File: src/rtl/u409_tod_pkg.sv
// u409_tod_pkg
//   Shared constants for the U409 time-of-day counter.
//   TOD_W            counter / alarm width
//   REG_LSB/MID/HI   REG_SEL offsets of the three byte registers
//   REG_NONE         unused offset (reads 8'h00, writes ignored)
//   tod_byte()       picks the byte addressed by a REG_SEL value
package u409_tod_pkg;

    localparam int TOD_W = 24;

    localparam logic [1:0] REG_LSB  = 2'd0;
    localparam logic [1:0] REG_MID  = 2'd1;
    localparam logic [1:0] REG_HI   = 2'd2;
    localparam logic [1:0] REG_NONE = 2'd3;

    function automatic logic [7:0] tod_byte(input logic [TOD_W-1:0] value,
                                            input logic [1:0]       sel);
        logic [7:0] b;
        b = 8'h00;
        case (sel)
            REG_LSB: b = value[7:0];
            REG_MID: b = value[15:8];
            REG_HI:  b = value[23:16];
            default: b = 8'h00;
        endcase
        return b;
    endfunction

endpackage

File: src/rtl/u409_tick_sync.sv
// u409_tick_sync
//   Brings the asynchronous 50/60Hz TICK into the CLK6 domain and turns each
//   low-to-high transition into a single-cycle pulse. A TICK held high for
//   any number of cycles yields exactly one pulse.
//   Latency from TICK rising to tick_p high is SYNC_STAGES+1 CLK6 cycles.
// Parameters
//   SYNC_STAGES  synchroniser depth, must be >= 2
// Ports
//   CLK6    in  system clock
//   RESETn  in  asynchronous active-low reset
//   TICK    in  asynchronous tick input
//   tick_p  out registered one-cycle pulse per TICK rising edge
module u409_tick_sync #(
    parameter int SYNC_STAGES = 2
) (
    input  logic CLK6,
    input  logic RESETn,
    input  logic TICK,
    output logic tick_p
);

    logic [SYNC_STAGES-1:0] sync_q;
    logic                   prev_q;

    always_ff @(posedge CLK6 or negedge RESETn) begin
        if (!RESETn) begin
            sync_q <= '0;
            prev_q <= 1'b0;
            tick_p <= 1'b0;
        end else begin
            sync_q <= {sync_q[SYNC_STAGES-2:0], TICK};
            prev_q <= sync_q[SYNC_STAGES-1];
            // Edge detect on the last synchroniser stage only.
            tick_p <= sync_q[SYNC_STAGES-1] & ~prev_q;
        end
    end

endmodule

File: src/rtl/u409_tod_counter.sv
// u409_tod_counter
//   CIA/8520-style 24-bit time-of-day event counter clocked by CLK6.
//   Counts rising edges of TICK, exposes the count as three byte registers
//   with read-latch / write-stop semantics, and pulses ALARM_IRQ for one
//   cycle when the count becomes equal to the alarm register.
// Build option
//   TOD_ALARM_READBACK_EN  when defined, RD with ALARM_SEL=1 returns alarm
//                          bytes; otherwise the alarm is write-only and RD
//                          ignores ALARM_SEL.
// Parameters
//   SYNC_STAGES  TICK synchroniser depth (>= 2)
//   ALARM_RESET  alarm register value after reset
// Ports
//   CLK6       in   system clock
//   RESETn     in   asynchronous active-low reset
//   TICK       in   50/60Hz tick, asynchronous
//   REG_SEL    in   0=LSB 1=MID 2=HI 3=unused
//   WR         in   write strobe, DIN valid in the same cycle
//   RD         in   read strobe, DOUT valid the following cycle
//   DIN        in   write data
//   ALARM_SEL  in   1: writes target the alarm, 0: the counter
//   DOUT       out  registered read data, holds its value between reads
//   ALARM_IRQ  out  one-cycle alarm pulse
//
// Bus strobes: WR and RD are single-cycle qualifiers sampled on the CLK6
// edge; there is no back-pressure. A read issued together with a write
// returns the pre-write state because both use the current register values.
module u409_tod_counter
    import u409_tod_pkg::*;
#(
    parameter int               SYNC_STAGES = 2,
    parameter logic [TOD_W-1:0] ALARM_RESET = 24'h000000
) (
    input  logic       CLK6,
    input  logic       RESETn,
    input  logic       TICK,
    input  logic [1:0] REG_SEL,
    input  logic       WR,
    input  logic       RD,
    input  logic [7:0] DIN,
    input  logic       ALARM_SEL,
    output logic [7:0] DOUT,
    output logic       ALARM_IRQ
);

    logic             tick_p;
    logic [TOD_W-1:0] count, count_nxt;
    logic [TOD_W-1:0] alarm, alarm_nxt;
    logic [TOD_W-1:0] latch;
    logic [TOD_W-1:0] rd_src;
    logic             running, running_nxt;
    logic             latched;
    logic             match, match_q;
    logic             wr_cnt, wr_alarm;
    logic             rd_cnt;
    logic [7:0]       rd_data;

    u409_tick_sync #(
        .SYNC_STAGES(SYNC_STAGES)
    ) u_tick_sync (
        .CLK6  (CLK6),
        .RESETn(RESETn),
        .TICK  (TICK),
        .tick_p(tick_p)
    );

    assign wr_cnt   = WR && !ALARM_SEL && (REG_SEL != REG_NONE);
    assign wr_alarm = WR &&  ALARM_SEL && (REG_SEL != REG_NONE);

`ifdef TOD_ALARM_READBACK_EN
    // Alarm reads bypass the counter latch entirely.
    assign rd_cnt = RD && !ALARM_SEL;
`else
    assign rd_cnt = RD;
`endif

    // Counter next state. A counter write of any byte wins over a
    // coincident tick; that tick's increment is lost. Writing HI stops the
    // counter so a multi-byte update cannot ripple, writing LSB restarts it.
    always_comb begin
        count_nxt   = count;
        running_nxt = running;
        if (wr_cnt) begin
            case (REG_SEL)
                REG_LSB: begin
                    count_nxt[7:0] = DIN;
                    running_nxt    = 1'b1;
                end
                REG_MID: count_nxt[15:8] = DIN;
                REG_HI: begin
                    count_nxt[23:16] = DIN;
                    running_nxt      = 1'b0;
                end
                default: ;
            endcase
        end else if (tick_p && running) begin
            count_nxt = count + 24'd1;
        end
    end

    always_comb begin
        alarm_nxt = alarm;
        if (wr_alarm) begin
            case (REG_SEL)
                REG_LSB: alarm_nxt[7:0]   = DIN;
                REG_MID: alarm_nxt[15:8]  = DIN;
                REG_HI:  alarm_nxt[23:16] = DIN;
                default: ;
            endcase
        end
    end

    // HI always reads live (it is the byte that arms the latch); MID/LSB
    // read the snapshot while one is held.
    always_comb begin
        rd_src  = (latched && (REG_SEL != REG_HI)) ? latch : count;
        rd_data = tod_byte(rd_src, REG_SEL);
`ifdef TOD_ALARM_READBACK_EN
        if (ALARM_SEL) begin
            rd_data = tod_byte(alarm, REG_SEL);
        end
`endif
    end

    assign match = (count == alarm);

    always_ff @(posedge CLK6 or negedge RESETn) begin
        if (!RESETn) begin
            count     <= '0;
            alarm     <= ALARM_RESET;
            running   <= 1'b1;
            latch     <= '0;
            latched   <= 1'b0;
            DOUT      <= 8'h00;
            // Starting high suppresses a pulse when ALARM_RESET equals zero.
            match_q   <= 1'b1;
            ALARM_IRQ <= 1'b0;
        end else begin
            count   <= count_nxt;
            alarm   <= alarm_nxt;
            running <= running_nxt;

            if (RD) begin
                DOUT <= rd_data;
            end

            if (rd_cnt && (REG_SEL == REG_HI)) begin
                latch   <= count;
                latched <= 1'b1;
            end else if (rd_cnt && (REG_SEL == REG_LSB)) begin
                latched <= 1'b0;
            end

            match_q   <= match;
            ALARM_IRQ <= match & ~match_q;
        end
    end

endmodule

File: config.mk
export PLATFORM = sky130hd
export DESIGN_NAME = u409_tod_counter
export DESIGN_NICKNAME = d
export VERILOG_FILES = /design/src/rtl/u409_tod_pkg.sv /design/src/rtl/u409_tick_sync.sv /design/src/rtl/u409_tod_counter.sv
export SDC_FILE = /design/constraint.sdc
export NUM_CORES = 1
export LEC_CHECK = 0
export CORE_ASPECT_RATIO = 0.5
export CORE_MARGIN = 2
export CORE_UTILIZATION = 50
export CTS_BUF_LIST = sky130_fd_sc_hd__clkbuf_8
export CTS_CLUSTER_SIZE = 20
export DETAILED_ROUTE_END_ITERATION = 10
export PLACE_DENSITY = 0.7
export SYNTH_ARGS = -nofsm -noshare
export SYNTH_HDL_FRONTEND = slang
export SYNTH_SLANG_ARGS = --single-unit
File: constraint.sdc
create_clock -name CLK6 -period 2.2 [get_ports CLK6]
set_clock_uncertainty 0.05 [all_clocks]
set_input_delay 0.33 -clock CLK6 [delete_from_list [all_inputs] [get_ports CLK6]]
set_output_delay 0.33 -clock CLK6 [all_outputs]
set_load 0.03 [all_outputs]
==> run_results.csv <==
group,metric,value,unit
timing,achievable-frequency,504,MHz
yosys,ys_seq_elements,80,
setup_path,r2r_cells,5,
yosys,synth_top_area_share,0.456,
setup_path,critPathSlowestCell,"dfrtp_1",
timing,worstMarginPinSlew,563,ps
setup_path,worst_ep_arrival_time,2230,ps
yosys,yosysSeqAreaShare,0.468,
yosys,synth.avg_cell_area,10.5,um2
route,num_vias,3493,
route,wl_per_cell,20.6,um
run,drv_cap,0,
yosys,synthArstFlopShare,1.00,
yosys,synth_top_area_cell,"dfrtp_1",
yosys,synth_nets,423,
setup_path,path_class,"flop to flop",
placement,port_buffers,24,
placement,routabilityCongestion,1.01,
placement,dp_hpwl,8740,um
floorplanning,pin_count,25,
pwr,p_leak,2.10,nW
floorplanning,die_w,135,um
yosys,ys_warn_count,0,
pwr,pwr-share-clk,0.225,
yosys,synth_cell_types,54,
global_routing,grt_pass1_vias,3383,
global_routing,grt_pass1_wl,18500,um
run_status,status,"completed",
timing,finalHoldViolations,0,
timing,setup_viol,0,
setup_path,cp-end-kind,"flop",
timing,max-slew-margin-rel,0.625,
setup_path,start_kind,"flop",
yosys,synthAdderAreaFrac,0.00292,
final_layout,final_layout_size_suffix_gt1_frac,0.222,
pwr,ir_worst_vdd,0.477,mV
clock_tree,cts_tree,"built",
yosys,muxShareOfSynthArea,0.132,
route,ant_nets,0,
timing,rsz0062_at_grt,"false",
setup_path,crit_chain,"and3_1 -> nand4_1 -> o31a_1 -> or3_1 -> o21ai_1",
floorplanning,core_area,0.00814,mm2
timing,period_needed,1980,ps
clock_tree,clock-root-buffer,"clkbuf_8",
clock_tree,clk_latency,370,ps
floorplanning,floorplan.die_area,0.00937,mm2
pwr,combPwrFrac,0.311,
floorplanning,start_util,0.526,
yosys,synthSimpleGateAreaFrac,0.152,
yosys,synth_top_family_by_area,"compound AO/OA/AOI/OAI gates",
yosys,netlist_instances,406,
floorplanning,die_y,69.4,um
final_layout,nNetsFinal,466,
global_routing,grtUsageTotal,0.266,
pwr,p_seq_frac,0.464,
worst_hold_path,holdPathStages,0,
setup_path,worstPathRequired,2450,ps
yosys,synth_xor_area_frac,0.0491,
route,first_pass_iters,5,
final_layout,final_util,0.615,
yosys,synthesis.area,0.00428,mm2
clock_tree,h-tree-depth,3,
route,routed_wl,11600,um
pwr,sw_frac_of_total,0.362,
timing,finalSetupTns,0,ps
final_layout,antennaDiodeCount,0,
pwr,p_switching,1.77,mW
worst_hold_path,worstHoldPathType,"flop to flop",
yosys,synth_compound_area_frac,0.155,
pwr,p_per_area,975,mW/mm2
clock_tree,cts_setup_buffers,0,
route,drt_iter0_drc,409,
clock_tree,path_clk_slew,80,ps
pwr,p_int,3.12,mW
timing,period_share,0.902,
setup_path,crit_path_max_fanout,6,
global_routing,antenna_found_initial,0,
yosys,synth_edf_count,0,
final_layout,syn_to_final_growth,16.9,%
route,vias_per_cell,6.17,
timing,drv_slew,0,
clock_tree,cts_buffers,9,
route,route.detailed.drc,0,
setup_path,slowest_delay,520,ps
timing,hold_ws,313,ps
clock_tree,cts_buffer_depth,2,
clock_tree,clock-sinks,80,
yosys,yosys-top-cells-area,"dfrtp_1 (46%), mux2_2 (9.2%), mux2i_1 (4.0%), xor2_1 (3.3%), nand2_1 (2.9%)",
floorplanning,fp-row-count,23,
global_routing,grt_overflow,0,
yosys,synthFlopType,"dfrtp_1",
global_routing,grt_start_max_net_pins,41,
## timing repair
action,in CTS,in global routing
gates resized for setup,0,0
hold buffers,1,0
hold endpoints to repair,37,0
## power groups by stage
stage / sequential [mW] / combinational [mW] / clock, mW
after floorplan: 2.16 / 0.989 / 0
after global placement: 2.25 / 1.46 / 0
after detailed placement: 2.28 / 1.50 / 0
after CTS: 2.25 / 1.51 / 1.11
after global routing: 2.30 / 1.65 / 1.18
final: 2.26 / 1.52 / 1.10
## flip-flops by register name, summed over array words and instances (netlist names)
register and flops:
count 24, ALARM_IRQ 1, running 1, u_tick_sync.sync_q 2, u_tick_sync.prev_q 1, alarm 24, latch 16, u_tick_sync.tick_p 1
match_q 1, DOUT 8, latched 1
## layout by cell type, fill, tap and decap left out, drive strengths merged, types with 3 or more instances in the layout
master,n
xor2,16
nand4,9
a31oi,5
dfrtp,78
nor3,6
xnor2,8
nor2,25
clkdlybuf4s50,23
o221ai,8
o22ai,4
and2,6
buf,39
inv,7
o21ai,13
a2bb2oi,6
o22a,7
nand2,33
or3,3
a21oi,25
o21a,8
nand3,8
a41oi,3
clkinv,3
and3,8
and4,5
nor4,7
clkbuf,9
o211ai,4
mux2i,17
mux2,35
## cell families (layout without fill, tap and decap cells)
| family | count (synthesis) | in the layout |
|---|---|---|
| XOR/XNOR | 24 | 24 |
| adder cells (fa/ha/maj) | 1 | 1 |
| AND/OR/NAND/NOR | 121 | 121 |
| buffers and inverters | 36 | 84 |
| AO/OA/AOI/OAI | 92 | 92 |
| multiplexers | 52 | 52 |
| flip-flops | 80 | 80 |
## Yosys cell counts, drive strengths merged (9+ instances only)
| library cell | instances |
|---|---|
| mux2 | 35 |
| nand4 | 9 |
| dfrtp | 78 |
| nor2 | 25 |
| clkbuf | 10 |
| nand2 | 33 |
| buf | 21 |
| o21ai | 13 |
| mux2i | 17 |
| xor2 | 16 |
| a21oi | 25 |
## worst paths after layout
path,slack [ps],startpoint,end
max reg2reg,220,count[12],count[15]
min,310,u_tick_sync.sync_q[0],u_tick_sync.sync_q[1]
max in group asynchronous,1060,RESETn,running
min reg2reg,310,u_tick_sync.sync_q[0],u_tick_sync.sync_q[1]
max,220,count[12],count[15]
min in group asynchronous,420,RESETn,u_tick_sync.sync_q[0]
## per-stage QoR
step	cell area [um2]	cells	total power, mW	worst slack [ps]
floorplan	4280	406	3.14	483
detailed placement	4800	549	3.78	-79.1
CTS	5010	566	4.88	271
global route	5010	566	5.14	170
finish	5010	566	4.89	216
global placement	4800	549	3.71	6.84
## worst max-delay path: cells and delay by family (launching register included)
| kind | cells | cell delay [ps] |
|---|---|---|
| DFF | 1 | 520 |
| AOI/OAI and AO/OA | 2 | 380 |
| and+or+nand+nor | 3 | 970 |
## layer usage
metal,vias up,global-route usage,wire (um)
met5,-,0,0
met4,0,0.0830,160
met3,19,0.0636,1220
met2,159,0.376,4800
met1,1742,0.402,5470
li1,1573,-,-
## final cells by class
cell class                      instances  area [um2]
Sequential cell                        80        2000
Fill cell                             674        3140
Multi-Input combinational cell        290        2100
Clock inverter                          7        72.6
Timing Repair Buffer                   63         546
Inverter                                5        18.8
Tap cell                              112         140
Clock buffer                            9         124
Note: power is estimated with default switching activity, not from simulation.
